===== config.mk =====
export PLATFORM = sky130hd
export DESIGN_NAME = fpu_unit
export DESIGN_NICKNAME = d
export VERILOG_FILES = /design/src/rtl/fpu_pkg.sv /design/src/rtl/fpu_lzc.sv /design/src/rtl/fpu_unit.sv
export SDC_FILE = /design/constraint.sdc
export NUM_CORES = 1
export LEC_CHECK = 0
export ABC_AREA = 1
export ABC_CLOCK_PERIOD_IN_PS = 15700
export BUFFER_PORTS_ARGS = -buffer_cell sky130_fd_sc_hd__clkbuf_2
export CAP_MARGIN = 20
export CORE_UTILIZATION = 45
export CTS_CLUSTER_DIAMETER = 120
export DETAILED_ROUTE_END_ITERATION = 10
export GPL_ROUTABILITY_DRIVEN = 1
export PLACE_DENSITY_LB_ADDON = 0.1
export SYNTH_ARGS = -nofsm -noshare
export SYNTH_HDL_FRONTEND = slang
export SYNTH_SLANG_ARGS = --single-unit

===== constraint.sdc =====
create_clock -name i_clk -period 15.7 [get_ports i_clk]
set_input_delay 1.57 -clock i_clk [delete_from_list [all_inputs] [get_ports i_clk]]
set_output_delay 1.57 -clock i_clk [all_outputs]
set_load 0.05 [all_outputs]

===== src/rtl/fpu_pkg.sv =====
// Shared definitions for the single-precision add/sub unit.
// Latency: n/a (types and constants only).
// Backpressure: n/a.
// Contents: binary32 field widths, special-value encodings, the
// sign/exponent/mantissa struct and an infinity helper.
package fpu_pkg;

  localparam int EXP_W = 8;
  localparam int MAN_W = 23;
  localparam int BIAS  = 127;

  // Working significand: hidden bit + mantissa + guard/round/sticky.
  localparam int SIG_W = MAN_W + 4;

  localparam logic [31:0] QNAN    = 32'h7FC00000;
  localparam logic [31:0] POS_INF = 32'h7F800000;
  localparam logic [31:0] NEG_INF = 32'hFF800000;

  typedef struct packed {
    logic             sign;
    logic [EXP_W-1:0] exp;
    logic [MAN_W-1:0] man;
  } fp_t;

  function automatic logic [31:0] inf_of(input logic sign);
    return sign ? NEG_INF : POS_INF;
  endfunction

endpackage


===== src/rtl/fpu_lzc.sv =====
// Leading-zero counter over the 24-bit significand plus GRS bits.
// Latency: combinational, zero cycles.
// Backpressure: none; pure function of din.
// Ports: din - working significand; cnt - leading zeros (SIG_W when din is 0).
module fpu_lzc
  import fpu_pkg::*;
(
  input  logic [SIG_W-1:0] din,
  output logic [4:0]       cnt
);

  // Ascending scan: the highest set bit is the last to write cnt.
  always_comb begin
    cnt = 5'(SIG_W);
    for (int i = 0; i < SIG_W; i++) begin
      if (din[i]) cnt = 5'(SIG_W - 1 - i);
    end
  end

endmodule


===== src/rtl/fpu_unit.sv =====
// IEEE-754 binary32 adder/subtractor with overflow/underflow flags and sticky copies.
// Latency: result and flags combinational (zero cycles); sticky flags update on posedge i_clk.
// Backpressure: none; operands may change every cycle.
// Ports: i_clk/i_rst_n (sticky regs only), i_add_sub (1 = A-B), i_32_a/i_32_b operands,
//        o_32_s result, o_ov_flag/o_un_flag current flags, o_ov_sticky/o_un_sticky accumulated flags.
module fpu_unit
  import fpu_pkg::*;
#(
  parameter int NUM_OP = 1
) (
  input  logic        i_clk,
  input  logic        i_rst_n,
  input  logic        i_add_sub,
  input  logic [31:0] i_32_a,
  input  logic [31:0] i_32_b,
  output logic [31:0] o_32_s,
  output logic        o_ov_flag,
  output logic        o_un_flag,
  output logic        o_ov_sticky,
  output logic        o_un_sticky
);

  // Every NUM_OP encoding currently selects add/sub, so subtraction is always enabled.
  localparam logic SUB_EN = (NUM_OP == 1) || (NUM_OP != 1);

  fp_t                a, b;
  logic               sb_eff;
  logic               a_zero, b_zero, a_inf, b_inf, a_nan, b_nan;
  logic [30:0]        mag_a, mag_b;
  logic               swap, l_sign, eff_sub;
  logic [EXP_W-1:0]   l_exp, s_exp, exp_diff;
  logic [MAN_W-1:0]   l_man, s_man;
  logic [SIG_W-1:0]   sig_l, sig_s, sig_s_al, shift_mask, norm;
  logic [SIG_W:0]     sum;
  logic [4:0]         lz;
  logic signed [9:0]  exp_n, exp_r;
  logic               round_up;
  logic [MAN_W+1:0]   man_rnd;
  logic [MAN_W-1:0]   man_out;

  assign a      = i_32_a;
  assign b      = i_32_b;
  assign sb_eff = b.sign ^ (i_add_sub & SUB_EN);

  // Subnormals are flushed: any zero exponent counts as a signed zero.
  assign a_zero = (a.exp == '0);
  assign b_zero = (b.exp == '0);
  assign a_inf  = (a.exp == '1) && (a.man == '0);
  assign b_inf  = (b.exp == '1) && (b.man == '0);
  assign a_nan  = (a.exp == '1) && (a.man != '0);
  assign b_nan  = (b.exp == '1) && (b.man != '0);

  assign mag_a = a_zero ? '0 : {a.exp, a.man};
  assign mag_b = b_zero ? '0 : {b.exp, b.man};
  assign swap  = (mag_b > mag_a);

  assign l_sign   = swap ? sb_eff : a.sign;
  assign l_exp    = swap ? b.exp  : a.exp;
  assign l_man    = swap ? b.man  : a.man;
  assign s_exp    = swap ? a.exp  : b.exp;
  assign s_man    = swap ? a.man  : b.man;
  assign eff_sub  = a.sign ^ sb_eff;
  assign exp_diff = l_exp - s_exp;

  assign sig_l = {1'b1, l_man, 3'b000};
  assign sig_s = {1'b1, s_man, 3'b000};

  // Align the smaller operand; everything shifted out collapses into the sticky LSB.
  always_comb begin
    shift_mask = ~({SIG_W{1'b1}} << exp_diff);
    if (exp_diff >= 8'(SIG_W)) begin
      sig_s_al = {{(SIG_W-1){1'b0}}, 1'b1};
    end else begin
      sig_s_al = (sig_s >> exp_diff) | {{(SIG_W-1){1'b0}}, |(sig_s & shift_mask)};
    end
  end

  assign sum = eff_sub ? ({1'b0, sig_l} - {1'b0, sig_s_al})
                       : ({1'b0, sig_l} + {1'b0, sig_s_al});

  fpu_lzc u_lzc (
    .din (sum[SIG_W-1:0]),
    .cnt (lz)
  );

  // Carry out of the adder shifts right (keeping sticky); otherwise shift left by lz.
  always_comb begin
    if (sum[SIG_W]) begin
      norm  = {sum[SIG_W:2], sum[1] | sum[0]};
      exp_n = 10'(l_exp) + 10'sd1;
    end else begin
      norm  = sum[SIG_W-1:0] << lz;
      exp_n = 10'(l_exp) - 10'(lz);
    end
  end

  // Nearest-even: round up above half, or at exactly half when the kept LSB is odd.
  assign round_up = norm[2] & (norm[1] | norm[0] | norm[3]);
  assign man_rnd  = {1'b0, norm[SIG_W-1:3]} + (MAN_W+2)'(round_up);

  always_comb begin
    if (man_rnd[MAN_W+1]) begin
      exp_r   = exp_n + 10'sd1;
      man_out = man_rnd[MAN_W:1];
    end else begin
      exp_r   = exp_n;
      man_out = man_rnd[MAN_W-1:0];
    end
  end

  always_comb begin
    o_32_s    = {l_sign, exp_r[EXP_W-1:0], man_out};
    o_ov_flag = 1'b0;
    o_un_flag = 1'b0;
    if (a_nan || b_nan) begin
      o_32_s = QNAN;
    end else if (a_inf && b_inf && (a.sign != sb_eff)) begin
      o_32_s = QNAN;
    end else if (a_inf) begin
      o_32_s = inf_of(a.sign);
    end else if (b_inf) begin
      o_32_s = inf_of(sb_eff);
    end else if (a_zero && b_zero) begin
      o_32_s = {a.sign & sb_eff, 31'd0};
    end else if (a_zero) begin
      o_32_s = {sb_eff, b.exp, b.man};
    end else if (b_zero) begin
      o_32_s = i_32_a;
    end else if (sum == '0) begin
      o_32_s = 32'h00000000;
    end else if (exp_r >= 10'sd255) begin
      o_32_s    = inf_of(l_sign);
      o_ov_flag = 1'b1;
    end else if (exp_r < 10'sd1) begin
      o_32_s    = {l_sign, 31'd0};
      o_un_flag = 1'b1;
    end
  end

  always_ff @(posedge i_clk or negedge i_rst_n) begin
    if (!i_rst_n) begin
      o_ov_sticky <= 1'b0;
      o_un_sticky <= 1'b0;
    end else begin
      o_ov_sticky <= o_ov_sticky | o_ov_flag;
      o_un_sticky <= o_un_sticky | o_un_flag;
    end
  end

endmodule


Yosys cells after proc, flatten, opt, wreduce, memory -nomap -nowiden:

Index checks and enable logic that the tools add are counted.

* flip-flop bits (word level): 2
* bits in latches: 0
* memory bits (writable): 0
* ROM bits: 0
* output and inout port bits: 36
* logic and storage cells: 119
* memories: 0

* $add $sub $neg: 7
* $mul: 0
* divide/modulo/power cells: 0
* magnitude comparators: 4
* eq/ne operators: 3
* shift operators: 3
* muxes and demuxes: 72
* bitwise operators: 12
* reductions and logical operators: 16

Operators with widths (number)
* $mux 32: 12
* $mux 31: 3
* $mux 5: 16
* $mux 23: 3
* $mux 27: 2
* $logic_not 23->1: 2
* $reduce_bool 23->1: 2
* $mux 4: 8
* $gt 31x31->1: 1
* $add 27x27->28: 1
* $logic_not 28->1: 1
* $mux 28: 1
* $sub 27x27->28: 1
* $and 27x27->27: 1
* $not 27->27: 1
* $or 27x1->27: 1
* $reduce_or 27->1: 1
* $shl 27x5->27: 1
* $shl 27x8->27 const A: 1
* $shr 27x8->27: 1
* $add 24x1->25: 1
* $mux 1: 21
* $mux 10: 2
* $eq 8x8->1 const B: 2
* 16 further kinds: 31

Longest topological paths before layout:

* depth in word-level cells: 59
* mapped depth: 99

By module:

From an unflattened synthesis, not the netlist that was laid out.

* cells, all modules: 2437
* area, all modules: 11947.7 um^2

Modules (own cells, without submodules)
* fpu_unit: instances 1, cells an instance 2357, area each 11594.9 um^2, seq. area each 50.0 um^2
* fpu_lzc: instances 1, cells an instance 80, area each 352.8 um^2, seq. area each 0.0 um^2

Worst setup path after synthesis:

OpenSTA, ideal clock, no wires.

* path kind: input to output
* start: input i_32_a[28]
* end: output o_32_s[11]
* data arrival time: 12.394 ns
* required time: 14.130 ns
* slack: 1.736 ns
* stages: 79
* cell sequence: inv_1 > nand4_1 > nor2_1 > inv_1 > clkbuf_1 > clkbuf_1 > clkbuf_1 > nand2_1 > ha_1 > nand2_1 > nor2_4 > and3_1 > nand2_1 > nand2_1 > nand2_1 > nand2_4 > nand2_4 > nand2_1 > (+43 left out) > buf_6 > ha_1 > fa_1 > nor2_1 > a211oi_1 > or2_2 > nand2_1 > o21ai_0 > xor2_1 > nor3_1 > xor2_1 > nand4_1 > nand3_1 > nor2_1 > a21oi_4 > buf_6 > nand4_1 > a21oi_1

* cells in the longest elaborated chain, start to end: 58
* elaborated cells on any way between the ends: 79
* those cells by class: add/sub (7); order compare (4); eq/ne (1); shift (3); mux (48); bitwise (7); reduce/logical (9)

Ends and longest elaborated chain
* from (decl): line fpu_unit.sv:14 `input logic [31:0] i_32_a,`
* $logic_not 8->1: line fpu_unit.sv:46 `assign a_zero = (a.exp == '0);`
* $mux 31: line fpu_unit.sv:53 `assign mag_a = a_zero ? '0 : {a.exp, a.man};`
* $gt 31x31->1: line fpu_unit.sv:55 `assign swap = (mag_b > mag_a);`
* $mux 8, on equally long branches: line fpu_unit.sv:58, fpu_unit.sv:60
* $sub 8x8->8: line fpu_unit.sv:63 `assign exp_diff = l_exp - s_exp;`
* $shl 27x8->27: line fpu_unit.sv:70 `shift_mask = ~({SIG_W{1'b1}} << exp_diff);`
* $not 27->27: line fpu_unit.sv:70
* $and 27x27->27: line fpu_unit.sv:74 `sig_s_al = (sig_s >> exp_diff) | {{(SIG_W-1){1'b0}}, |(sig_s & shift_mask)};`
* (+42 left out)
* $mux 32: line fpu_unit.sv:129 `end else if (sum == '0) begin`
* $mux 32: line fpu_unit.sv:127 `end else if (b_zero) begin`
* $mux 32: line fpu_unit.sv:125 `end else if (a_zero) begin`
* $mux 32: line fpu_unit.sv:123 `end else if (a_zero && b_zero) begin`
* $mux 32: line fpu_unit.sv:121 `end else if (b_inf) begin`
* $mux 32: line fpu_unit.sv:119 `end else if (a_inf) begin`
* $mux 32: line fpu_unit.sv:117 `end else if (a_inf && b_inf && (a.sign != sb_eff)) begin`
* $mux 32 (*): line fpu_unit.sv:115 `if (a_nan || b_nan) begin`
* to (decl): line fpu_unit.sv:16 `output logic [31:0] o_32_s,`

Every way passes the cells marked *; elsewhere a longest branch is shown, timed or not.

Worst setup path in the final report:

* start: input i_32_b[24]
* end: output o_32_s[19]

* cells in the longest elaborated chain, start to end: 58
* elaborated cells on any way between the ends: 79
* those cells by class: add/sub (7); order compare (4); eq/ne (1); shift (3); mux (48); bitwise (7); reduce/logical (9)

Ends and longest elaborated chain
* from (decl): line fpu_unit.sv:15 `input logic [31:0] i_32_b,`
* $logic_not 8->1: line fpu_unit.sv:47 `assign b_zero = (b.exp == '0);`
* $mux 31: line fpu_unit.sv:54 `assign mag_b = b_zero ? '0 : {b.exp, b.man};`
* $gt 31x31->1: line fpu_unit.sv:55
* $mux 8, on equally long branches: line fpu_unit.sv:58, fpu_unit.sv:60
* $sub 8x8->8: line fpu_unit.sv:63
* $shl 27x8->27: line fpu_unit.sv:70
* $not 27->27: line fpu_unit.sv:70
* $and 27x27->27: line fpu_unit.sv:74
* (+42 left out)
* $mux 32: line fpu_unit.sv:129
* $mux 32: line fpu_unit.sv:127
* $mux 32: line fpu_unit.sv:125
* $mux 32: line fpu_unit.sv:123
* $mux 32: line fpu_unit.sv:121
* $mux 32: line fpu_unit.sv:119
* $mux 32: line fpu_unit.sv:117
* $mux 32 (*): line fpu_unit.sv:115

Marked as above.

==> load_flow_metrics.sql <==
INSERT INTO impl_metrics (metric_group, metric, value, unit) VALUES
('setup_path', 'crit_path_start_kind', 'input port', ''),
('floorplan', 'die_y', '164', 'um'),
('grt', 'globalRoute.busiestLayer', 'met2', ''),
('timing', 'final_min_period_over_clock_period', '95.1', '%'),
('timing', 'maxClockFrequency', '0.0669', 'GHz'),
('grt', 'grtUsageMet3', '6.38', '%'),
('routing', 'routed-via-count', '16209', ''),
('clock_network', 'tritoncts.num_buffers', '3', ''),
('timing', 'timing.max_slew.rel_slack', '33.8', '%'),
('routing', 'wirelength', '54100', 'um'),
('timing', 'timing.hold.ws', '0.472', 'ns'),
('timing', 'report.final.hold_viol_count', '0', ''),
('timing', 'setup_violations', '0', ''),
('clock_network', 'hold_buffers', '0', ''),
('final_layout', 'areaGrowthSynthToFinish', '12.5', '%'),
('setup_path', 'crit_path_max_fanout', '21', ''),
('routing', 'drt_pass1_iterations', '6', ''),
('grt', 'grt_antenna_before_repair', '0', ''),
('synthesis', 'mappedNetlistArea', '11900', 'um^2'),
('floorplan', 'core_region_area', '26000', 'um^2'),
('routing', 'drc', '0', ''),
('setup_path', 'crit_path_frequent_cell', 'sky130_fd_sc_hd__nand2_1', ''),
('synthesis', 'synth.largest_area_cell', 'sky130_fd_sc_hd__nand2_1', ''),
('clock_network', 'cts.sinks', '2', ''),
('final_layout', 'final_nets', '2545', ''),
('synthesis', 'yosysWarningCount', '0', ''),
('synthesis', 'synth.avg_cell_area', '5.09', 'um^2'),
('setup_path', 'worst_ep_arrival_time', '13.37', 'ns'),
('setup_path', 'setup.worst_path.class', 'input port to output port', ''),
('synthesis', 'async_set_or_reset_flop_fraction_in_the_synthesized_netlist', '100', '%'),
('floorplan', 'ios', '103', ''),
('clock_network', 'clock_tree.root_cell', 'sky130_fd_sc_hd__clkbuf_16', ''),
('routing', 'vias_per_cell', '5.96', ''),
('grt', 'grt.overflow.total', '0', ''),
('floorplan', 'rows', '59', ''),
('setup_path', 'slowest_delay', '0.44', 'ns'),
('timing', 'period_minus_slack', '14.94', 'ns'),
('grt', 'grt_util_met2', '59.0', '%'),
('synthesis', 'synth_enable_flop_cells', '0', ''),
('placement', 'hpwl', '43600', 'um'),
('synthesis', 'post_synth_num_cell_types', '76', ''),
('setup_path', 'cp_num_buf_inv', '15', ''),
('floorplan', 'die-area', '27000', 'um^2'),
('setup_path', 'cp.required', '14.13', 'ns'),
('final_layout', 'final_core_util', '51.4', '%'),
('clock_network', 'clock_transition_at_the_registers_of_the_reported_paths', '0.03', 'ns'),
('routing', 'antenna_left', '0', ''),
('grt', 'vias_in_the_first_global_route', '14178', ''),
('setup_path', 'cpLargestDelayFamily', 'simple AND/OR/NAND/NOR gates', ''),
('status', 'run_status', 'finished clean', ''),
('final_layout', 'layout.cells.non_filler', '2720', ''),
('placement', 'buffer_ports.inserted', '102', ''),
('setup_path', 'critPathCaptureType', 'output port', ''),
('placement', 'gp_routability_congestion', '1.05', ''),
('timing', 'final.setup_skew', '0', 'ns'),
('synthesis', 'synth_fp_nets', '2490', ''),
('grt', 'gr-usage-all-layers', '38.1', '%'),
('flow_run', 'max_cap_viol_count', '0', ''),
('floorplan', 'initial_utilization', '45.7', '%'),
('clock_network', 'tritoncts', 'done', ''),
('synthesis', 'ys_seq_elements', '2', ''),
('placement', 'placement.cell_area', '12800', 'um^2'),
('clock_network', 'ctsHtreeMaxLevel', '1', ''),
('final_layout', 'antenna-diode-count', '0', ''),
('final_layout', 'drive_above_1_share', '13.2', '%'),
('timing', 'slew_worst_pin', '0.983', 'ns'),
('grt', 'grt_first_pass_wirelength', '79900', 'um'),
('grt', 'grt_util_met1', '51.8', '%'),
('synthesis', 'netlist_top_cells_area', 'sky130_fd_sc_hd__nand2_1 22%, sky130_fd_sc_hd__nand3_1 14%, sky130_fd_sc_hd__ha_1 9.4%, sky130_fd_sc_hd__inv_1 8.7%, sky130_fd_sc_hd__nor2_1 6.3%', ''),
('clock_network', 'clock_path_buffers', '2', ''),
('synthesis', 'synthFlopType', 'sky130_fd_sc_hd__dfrtp_1', '');
-- sequential cells by signal (all words and copies together) (netlist names) --
register and cells:
o_ov_sticky 1, o_un_sticky 1
-- cells in the mapped netlist (all sizes together), types with 2 or more instances --
master,instances
a211oi,10
a21boi,5
a21o,5
a21oi,132
a22oi,2
a31oi,6
and2,2
buf,54
clkbuf,56
dfrtp,2
fa,2
ha,89
inv,303
nand2,730
nand3,344
nand3b,3
nand4,85
nor2,218
nor3,27
nor4,16
o2111ai,3
o211ai,5
o21a,4
o21ai,141
o21bai,6
o221ai,2
o22ai,2
o311ai,2
o31ai,8
or2,8
xnor2,16
xor2,33
-- worst paths after layout --
path	start	to	slack, ns	depth (start not counted)
worst min-delay path	o_ov_sticky	o_ov_sticky	0.47	1
max in group asynchronous	i_rst_n	o_ov_sticky	14.47	1
worst min register to register	o_ov_sticky	o_ov_sticky	0.47	1
min in group asynchronous	i_rst_n	o_un_sticky	1.13	1
worst max register to register	o_un_sticky	o_un_sticky	14.98	1
worst max-delay path	i_32_b[24]	o_32_s[19]	0.76	79
-- layout by cell type, fill, tap and decap left out, types with 3 or more instances in the layout --
cell / n
sky130_fd_sc_hd__o31ai_1: 4
sky130_fd_sc_hd__o21ai_1: 18
sky130_fd_sc_hd__buf_12: 27
sky130_fd_sc_hd__nor4_1: 15
sky130_fd_sc_hd__o211ai_1: 4
sky130_fd_sc_hd__clkbuf_2: 79
sky130_fd_sc_hd__nand2_1: 689
sky130_fd_sc_hd__nand3_1: 336
sky130_fd_sc_hd__nand2_2: 29
sky130_fd_sc_hd__a21oi_4: 3
sky130_fd_sc_hd__a21oi_1: 121
sky130_fd_sc_hd__nand3_2: 6
sky130_fd_sc_hd__o21a_1: 4
sky130_fd_sc_hd__xor2_1: 29
sky130_fd_sc_hd__nand2_4: 11
sky130_fd_sc_hd__a21oi_2: 8
sky130_fd_sc_hd__nand4_1: 83
sky130_fd_sc_hd__a31oi_1: 5
sky130_fd_sc_hd__o31ai_2: 3
sky130_fd_sc_hd__nand2_8: 4
sky130_fd_sc_hd__o21bai_1: 6
sky130_fd_sc_hd__xor2_2: 3
sky130_fd_sc_hd__clkbuf_16: 4
sky130_fd_sc_hd__inv_1: 271
sky130_fd_sc_hd__or2_1: 3
sky130_fd_sc_hd__inv_2: 28
sky130_fd_sc_hd__a211oi_1: 10
sky130_fd_sc_hd__or2_2: 5
sky130_fd_sc_hd__o21ai_0: 119
sky130_fd_sc_hd__nor2_4: 5
sky130_fd_sc_hd__ha_1: 88
sky130_fd_sc_hd__nor2_1: 194
sky130_fd_sc_hd__nor2_2: 17
sky130_fd_sc_hd__buf_4: 48
sky130_fd_sc_hd__a21o_1: 4
sky130_fd_sc_hd__nand3b_1: 3
sky130_fd_sc_hd__nor3_2: 5
sky130_fd_sc_hd__xnor2_1: 16
sky130_fd_sc_hd__nor3_1: 21
-- per-stage QoR --
stage / setup TNS, ns / worst slack [ns]
3_5_place_dp: -0.693 / -0.156
5_1_grt: -0.466 / -0.0717
6_report: 0 / 0.762
2_1_floorplan: 0 / 1.74
4_1_cts: 0 / 0.0363
3_3_place_gp: 0 / 0.00896
-- routing by layer --
metal | share of wire (%) | routed length [um]
met5 | 0 | 0
met4 | 4.9 | 2670
met3 | 9.7 | 5260
met2 | 43 | 23300
met1 | 42 | 22900
-- cells by family after synthesis --
logic type	count (synthesis)	share of synthesized area, %
buffers and inverters	414	14.6
adders and majority gates	91	9.72
and+or+nand+nor	1435	54.5
xor gates and xnor gates	49	3.96
DFF	2	0.422
AOI/OAI and AO/OA	341	16.8
-- final cells by class --
cell class | count | area (um^2)
inverter | 304 | 1160
tap | 335 | 419
timing repair inverter | 1 | 5.00
timing repair buffer | 156 | 1330
clock buffer | 3 | 75.1
multi-input combinational | 1919 | 10300
fill | 2947 | 12600
sequential | 2 | 50.0
-- repair_timing --
item / CTS / global route
setup buffers: 3 / 17
gates cloned: 0 / 5
pin swaps: 1 / 14
gates resized for setup: 2 / 42
endpoints found under the setup margin: 14 / 33
-- where the power goes --
group	internal (W)	switching, W
Sequential	0.00000673	0.000000795
Combinational	0.000598	0.00124
Clock	0.0000324	0.00000565
Total	0.000637	0.00125
(Power assumes the default switching activity.)
